===== config.mk =====
export PLATFORM = sky130hd
export DESIGN_NAME = mem_arbiter
export DESIGN_NICKNAME = d
export VERILOG_FILES = /design/src/rtl/mem_arbiter.sv
export SDC_FILE = /design/constraint.sdc
export NUM_CORES = 1
export LEC_CHECK = 0
export CORE_ASPECT_RATIO = 0.75
export CORE_UTILIZATION = 44
export DETAILED_ROUTE_END_ITERATION = 6
export PLACE_DENSITY_LB_ADDON = 0.05
export SLEW_MARGIN = 20
export SYNTH_ARGS = -nofsm -noshare
export SYNTH_HDL_FRONTEND = slang
export SYNTH_SLANG_ARGS = --single-unit
export TNS_END_PERCENT = 20

===== constraint.sdc =====
create_clock -name clk -period 3.2 [get_ports clk]
set_input_delay 0.64 -clock clk [delete_from_list [all_inputs] [get_ports clk]]
set_output_delay 0.64 -clock clk [all_outputs]
set_load 0.1 [all_outputs]

===== src/rtl/mem_arbiter.sv =====
// Shares one req/ack memory port between instruction fetch and load/store.
// Data has priority over fetch; a starvation bound, misalignment rejection and a memory timeout are applied.
module mem_arbiter #(
  parameter int STARVE_LIMIT = 4,
  parameter int TIMEOUT      = 255
) (
  input  logic        clk,
  input  logic        reset,
  input  logic        i_req,
  input  logic [31:0] i_addr,
  output logic [31:0] i_rdata,
  output logic        i_ack,
  output logic        i_err,
  input  logic        d_req,
  input  logic [31:0] d_addr,
  input  logic [31:0] d_wdata,
  input  logic        d_rd_wr,
  output logic [31:0] d_rdata,
  output logic        d_ack,
  output logic        d_err,
  output logic        m_req,
  output logic [31:0] m_addr,
  output logic [31:0] m_wdata,
  output logic        m_rd_wr,
  input  logic [31:0] m_rdata,
  input  logic        m_ack
);

  localparam logic [7:0]  STARVE_MAX = 8'(STARVE_LIMIT);
  localparam logic [15:0] WAIT_LAST  = 16'(TIMEOUT - 1);

  typedef enum logic [1:0] {IDLE, MEM, RESP} state_t;

  state_t      state, state_nxt;
  logic        owner_d;
  logic [7:0]  starve_cnt;
  logic [15:0] wait_cnt;

  logic        grant_vld, grant_d, grant_misal, wait_expired;
  logic [31:0] grant_addr;
  logic        resp_set, resp_owner_d, resp_err;
  logic [31:0] resp_rdata;

  always_comb begin
    grant_vld    = i_req | d_req;
    grant_d      = d_req & (~i_req | (starve_cnt < STARVE_MAX));
    grant_addr   = grant_d ? d_addr : i_addr;
    grant_misal  = grant_addr[1:0] != 2'b00;
    wait_expired = wait_cnt == WAIT_LAST;
  end

  always_ff @(posedge clk or negedge reset) begin
    if (!reset) state <= IDLE;
    else        state <= state_nxt;
  end

  always_comb begin
    state_nxt    = state;
    m_req        = 1'b0;
    i_ack        = 1'b0;
    d_ack        = 1'b0;
    resp_set     = 1'b0;
    resp_owner_d = owner_d;
    resp_err     = 1'b0;
    resp_rdata   = '0;
    case (state)
      IDLE: begin
        resp_owner_d = grant_d;
        if (grant_vld) begin
          state_nxt = grant_misal ? RESP : MEM;
          resp_set  = grant_misal;
          resp_err  = 1'b1;
        end
      end
      MEM: begin
        m_req = 1'b1;
        if (m_ack) begin
          state_nxt  = RESP;
          resp_set   = 1'b1;
          resp_rdata = m_rd_wr ? m_rdata : '0;
        end else if (wait_expired) begin
          state_nxt = RESP;
          resp_set  = 1'b1;
          resp_err  = 1'b1;
        end
      end
      RESP: begin
        i_ack     = ~owner_d;
        d_ack     = owner_d;
        state_nxt = IDLE;
      end
      default: state_nxt = IDLE;
    endcase
  end

  always_ff @(posedge clk or negedge reset) begin
    if (!reset) begin
      owner_d    <= 1'b0;
      starve_cnt <= '0;
      wait_cnt   <= '0;
      m_addr     <= '0;
      m_wdata    <= '0;
      m_rd_wr    <= 1'b0;
      i_rdata    <= '0;
      i_err      <= 1'b0;
      d_rdata    <= '0;
      d_err      <= 1'b0;
    end else begin
      if (state == IDLE && grant_vld) begin
        owner_d    <= grant_d;
        // A contested data grant implies starve_cnt < STARVE_MAX, so this never wraps.
        starve_cnt <= (grant_d && i_req) ? starve_cnt + 8'd1 : 8'd0;
        if (!grant_misal) begin
          m_addr  <= grant_addr;
          m_wdata <= grant_d ? d_wdata : '0;
          m_rd_wr <= grant_d ? d_rd_wr : 1'b1;
        end
      end
      if (state == MEM && !m_ack && !wait_expired) wait_cnt <= wait_cnt + 16'd1;
      if (state == RESP) wait_cnt <= '0;
      if (resp_set) begin
        if (resp_owner_d) begin
          d_rdata <= resp_rdata;
          d_err   <= resp_err;
        end else begin
          i_rdata <= resp_rdata;
          i_err   <= resp_err;
        end
      end
    end
  end

endmodule


==> flow_metrics.tcl, run 1 <==
set metrics [dict create \
    status "finished clean" \
    r2r_setup_slack_ns 0.59 \
    fin_nets 948 \
    finalWorstSetupSlack_ns 0.594 \
    detail-route-antenna-nets 0 \
    dr.first_iter.drc_count 264 \
    dp.cells 997 \
    multiInputGateArea_um2 2770 \
    clock_skew_ns 0.00773 \
    path_clk_slew_ns 0.06 \
    fin_crit_sh_pct 81.5 \
    worstSetupPathType "flip-flop to flip-flop" \
    first_pass_iters 4 \
    grt_pass1_wl_mm 29.0 \
    drcViolationCount 0 \
    fill_cells 1189 \
    reg2reg_from "wait_cnt[12]$_DFFE_PN0P_" \
    cts.sinks 158 \
    setup.worst_path.start "wait_cnt[12]$_DFFE_PN0P_" \
    rsz0062_at_grt "false" \
    ys_types 49 \
    min_period_ns 2.61 \
    final-max-slew-violation-count 0 \
    die_y_um 110 \
    place_area_um2 9490 \
    grt_start_max_net_pins 68 \
    utilization_pct 66.4 \
    grt.overflow.total 0 \
    cts_buffers 17 \
    grtUsageTotal_pct 23.4 \
    floorplan.initialDensity_pct 45.1 \
    cts-resized-gates 0 \
    syn_to_final_growth_pct 47.1 \
    yosys_most_used_dff "dfrtp_1" \
    synth_fp_nets 684 \
    finalWeightedCongestion 0.825 \
    vias 5391 \
    yosysTopAreaCell "dfrtp_1" \
    cap_violations 0 \
    ioPinCount 268 \
    power_density_nw_per_um2 1100 \
    clockBufferDepth 2 \
    synthTopCellsByCount "dfrtp_1, mux2_1, and2_1, mux2i_1, a21oi_1" \
    regArea_um2 3950 \
    fin_area_um2 10100 \
    synth_seq_cells 158 \
    yosys.area.top_type_share_pct 57.4 \
    num_antenna_cells 0 \
    leakagePower_nw 4.82 \
    syn_area_per_cell_um2 12.6 \
    wirelength_mm 18.0 \
    ctsRootBufferMaster "clkbuf_16" \
    wirelength_met1_mm 7.79 \
    hold_viol 0 \
    grt_pass1_vias 5449 \
    vdd_ir_drop_max_v 0.00101 \
    rows 39 \
    end_kind "flip-flop" \
    worstSkewPairLatency_ns 0.42 \
    synth_edf_count 0 \
    worstPathMaxFanout 33 \
    synth_area_leaders "dfrtp_1, mux2_1, mux2i_1" \
    layout-drive-gt1-share_pct 24.3 \
    tightestPinTransition_ns 0.724 \
    required_ns 3.50 \
    cts_tree "built" \
    grt_antenna_before_repair 1 \
    synth.cell_area_um2 6890 \
    seq_area_frac_synth_pct 57.4 \
    core_um2 15300 \
    place_hpwl_mm 12.9 \
    die_w_um 147 \
    slew-limit-headroom_pct 51.3 \
    cts_hold_buf 0 \
    setup_tns_ns 0 \
    async_reset_ff_share_pct 100 \
    routedWlPerCell_um 17.5 \
    syn_inst 547 \
    post_cts_buffers 0 \
    yosysMostFrequentCell "dfrtp_1" \
    h-tree-depth 4 \
    finalNonFillerCells 1027 \
    portBuffers 267 \
    setup_viol 0 \
    routed_via_density 5.25 \
    die_area_um2 16200 \
    reg2reg_depth 6 \
    dr_wl_met2_mm 8.56 \
    start_kind "flip-flop" \
    crit_arrival_ns 2.91 \
    yosys_warnings 0 \
    wl_met3_mm 1.34 \
    dr.max_layer_used "met5" \
    worstReg2RegEnd "d_rdata[2]$_DFFE_PN0P_" \
    max_freq_mhz 384 \
    hold_class "primary input to asynchronous set/reset pin" \
    pre_cts_slack_ns 0.334 \
]
per-stage QoR:
step	power (mW)	hold WS, ns
floorplan	7.50	0.344
detailed placement	8.96	0.476
global placement	8.89	0.468
finish	11.1	0.206
CTS	11.2	0.232
global route	11.5	0.246
cells in the final DEF, fill, tap and decap left out, types with 4 or more instances in the layout:
cell and instances:
dfrtp_1 158, buf_4 144, clkdlybuf4s50_1 132, mux2_1 60, and2_1 37, mux2i_1 37, a21oi_1 34, a31oi_1 34
a22o_1 33, nand2_1 20, clkbuf_16 17, nor2_1 16, nand3_1 8, mux2_2 8, nand4_1 6, o21ai_0 6
bufinv_16 5, buf_12 4
critical path: stages, from the launching register on:
cell and delay, ns:
dfrtp_1 0.43, or4_1 0.60, nor4_4 0.45, o21ai_2 0.19, a21boi_4 0.21, buf_12 0.23, mux2_2 0.36
where the power goes:
group / total [mW] / internal (mW) / switching [mW]
combinational: 6.05 / 1.35 / 4.70
clock: 2.21 / 1.44 / 0.775
sequential: 2.86 / 2.52 / 0.336
registers in the layout (all words and copies together), names as in the netlist:
register	cells
owner_d	1
m_addr	32
i_err	1
m_wdata	32
wait_cnt	16
state	2
i_rdata	32
m_rd_wr	1
d_rdata	32
d_err	1
starve_cnt	8
metal layers:
layer	GRT usage (%)	vias up
met3	8.47	20
met4	6.67	2
met2	37.2	189
li1	-	2533
met1	29.9	2647
met5	0	-
cell families after synthesis:
group / share of synthesized area, %
multiplexers: 16.5
AO/OA/AOI/OAI: 13.1
buffers and inverters: 2.81
adder cells (fa/ha/maj): 0.545
AND/OR/NAND/NOR: 9.35
XOR/XNOR: 0.381
flip-flops: 57.4
how the worst max path moves through the flow:
| stage | to | slack (ns) | depth (start not counted) |
|---|---|---|---|
| finish | d_rdata[2]$_DFFE_PN0P_ | 0.59 | 6 |
| global route | d_rdata[19]$_DFFE_PN0P_ | 0.50 | 6 |
| floorplan | wait_cnt[7]$_DFFE_PN0P_ | 0.53 | 5 |
| global placement | d_rdata[1]$_DFFE_PN0P_ | 0.41 | 8 |
| detailed placement | d_rdata[0]$_DFFE_PN0P_ | 0.33 | 8 |
| CTS | d_rdata[2]$_DFFE_PN0P_ | 0.61 | 6 |
layout make-up:
type / instances / area share [%]
clock buffer: 20 / 4.60
clock inverter: 10 / 1.84
inverter: 3 / 0.111
multi-input combinational: 350 / 27.3
sequential: 158 / 39.0
tap: 205 / 2.53
timing repair buffer: 281 / 24.6
(Power assumes the default switching activity.)
==> run 2: changes to the inputs <==
- clock period: 3.2 -> 2.6 ns (I/O delays scaled with it)
==> flow_metrics.tcl, run 2 (synthesized netlist as in run 1, its figures left out) <==
set metrics [dict create \
    status "finished clean" \
    cts_hold_buf 0 \
    cts-resized-gates 0 \
    rsz0062_at_grt "false" \
    portBuffers 267 \
    vdd_ir_drop_max_v 0.00146 \
    worstReg2RegEnd "i_rdata[18]$_DFFE_PN0P_" \
    top_usage_layer "met2" \
    met3_usage_pct 8.31 \
    grtUsageTotal_pct 23.4 \
    num_antenna_cells 0 \
    fin_nets 959 \
    slew-limit-headroom_pct 63.8 \
    final_cell_mix "dfrtp_1, buf_4, clkdlybuf4s50_1, mux2_1" \
    fill_cells 1174 \
    multiInputGateArea_um2 2780 \
    syn_to_final_growth_pct 48.3 \
    grt_start_max_net_pins 65 \
    cp_slowest_cell "or4_1" \
    crit_arrival_ns 2.75 \
    grt_pass1_vias 5461 \
    reg2reg_from "wait_cnt[12]$_DFFE_PN0P_" \
    start_kind "flip-flop" \
    grt_pass1_wl_mm 29.3 \
    regArea_um2 3950 \
    tightestPinTransition_ns 0.543 \
    worstSkewPairLatency_ns 0.42 \
    min_period_ns 2.45 \
    dr.first_iter.drc_count 208 \
    core_um2 15300 \
    fin_crit_sh_pct 94.3 \
    final_common_cell "dfrtp_1" \
    die_area_um2 16200 \
    setup_viol 0 \
    detail-route-antenna-nets 0 \
    die_w_um 147 \
    h-tree-depth 4 \
    hold_viol 0 \
    hold_class "primary input to asynchronous set/reset pin" \
    fin_area_um2 10200 \
    rows 39 \
    leakagePower_nw 4.87 \
    total_power_mw 13.5 \
    clock_skew_ns 0.00786 \
    finalWeightedCongestion 0.829 \
    critical-path-top-delay-family "simple AND/OR/NAND/NOR gates" \
    routedWlPerCell_um 17.2 \
    cts.sinks 158 \
    die_y_um 110 \
    drcViolationCount 0 \
    r2r_setup_slack_ns 0.15 \
    place_area_um2 9620 \
    worstSetupPathType "flip-flop to flip-flop" \
    power_density_nw_per_um2 1320 \
    max_freq_mhz 408 \
    floorplan.initialDensity_pct 45.1 \
    wirelength_mm 17.9 \
    cts_buffers 17 \
    worstPathCellList "or4_1, nor4_4, o21ai_2, a21oi_4, buf_12, mux2_1" \
    required_ns 2.90 \
    cap_violations 0 \
    vias 5398 \
    first_pass_iters 5 \
    path_buf_inv 1 \
    setup_tns_ns 0 \
    ioPinCount 268 \
    grt_antenna_before_repair 0 \
    routed_via_density 5.19 \
    post_cts_buffers 0 \
    cts_tree "built" \
    path_clk_slew_ns 0.06 \
    reg2reg_depth 6 \
    place_hpwl_mm 13.1 \
    layout-drive-gt1-share_pct 25.5 \
    met2_usage_pct 36.8 \
    end_kind "flip-flop" \
    worstPathMaxFanout 30 \
    ctsRootBufferMaster "clkbuf_16" \
    clockBufferDepth 2 \
    use_met1_pct 30.4 \
    final-max-slew-violation-count 0 \
    critPathMaxStageDelay_ns 0.60 \
    grt.overflow.total 0 \
    utilization_pct 66.9 \
]
==> run 2: worst register-to-register path, stage by stage (launching register included) <==
cell and delay (ns):
dfrtp_1 0.42, or4_1 0.60, nor4_4 0.33, o21ai_2 0.16
a21oi_4 0.21, buf_12 0.23, mux2_1 0.38
==> run 2: routing by layer <==
metal | share of wire, % | up-vias | wire length [µm]
met2 | 46 | 186 | 8310
li1 | - | 2557 | -
met5 | 0 | - | 0
met1 | 44 | 2634 | 7930
met4 | 1.8 | 0 | 315
met3 | 7.4 | 21 | 1320
==> run 2: stage by stage <==
step	setup WS (ns)	instances	hold slack (ns)
after global placement	0.00561	1008	0.468
after global routing	0.0367	1040	0.0463
after CTS	0.139	1040	0.0346
final	0.149	1040	0.0360
after detailed placement	-0.0628	1008	0.476
after floorplan	0.0703	547	0.224
==> run 2: where the power goes <==
group | total [mW] | leakage, nW | internal, mW | switching (mW)
clock network | 2.50 | 0.281 | 1.46 | 1.05
logic | 7.50 | 2.54 | 1.71 | 5.78
registers | 3.52 | 2.05 | 3.10 | 0.418
==> run 2: layout make-up <==
type / instances / share of cell area [%]
clock buffer: 18 / 4.30
clock inverter: 14 / 1.55
inverter: 3 / 0.110
multi-input combinational: 350 / 27.2
sequential: 158 / 38.7
tap: 205 / 2.51
timing repair buffer: 292 / 25.7
==> run 2: how the worst max path moves through the flow <==
stage	startpoint	endpoint	slack [ns]	cells after the start
floorplan	state[0]$_DFFE_PN0P_	i_ack	0.07	3
global placement	d_req	d_rdata[1]$_DFFE_PN0P_	0.006	8
detailed placement	d_req	d_rdata[1]$_DFFE_PN0P_	-0.06	8
CTS	wait_cnt[12]$_DFFE_PN0P_	d_rdata[19]$_DFFE_PN0P_	0.14	6
global route	wait_cnt[12]$_DFFE_PN0P_	wait_cnt[2]$_DFFE_PN0P_	0.04	6
finish	wait_cnt[12]$_DFFE_PN0P_	i_rdata[18]$_DFFE_PN0P_	0.15	6
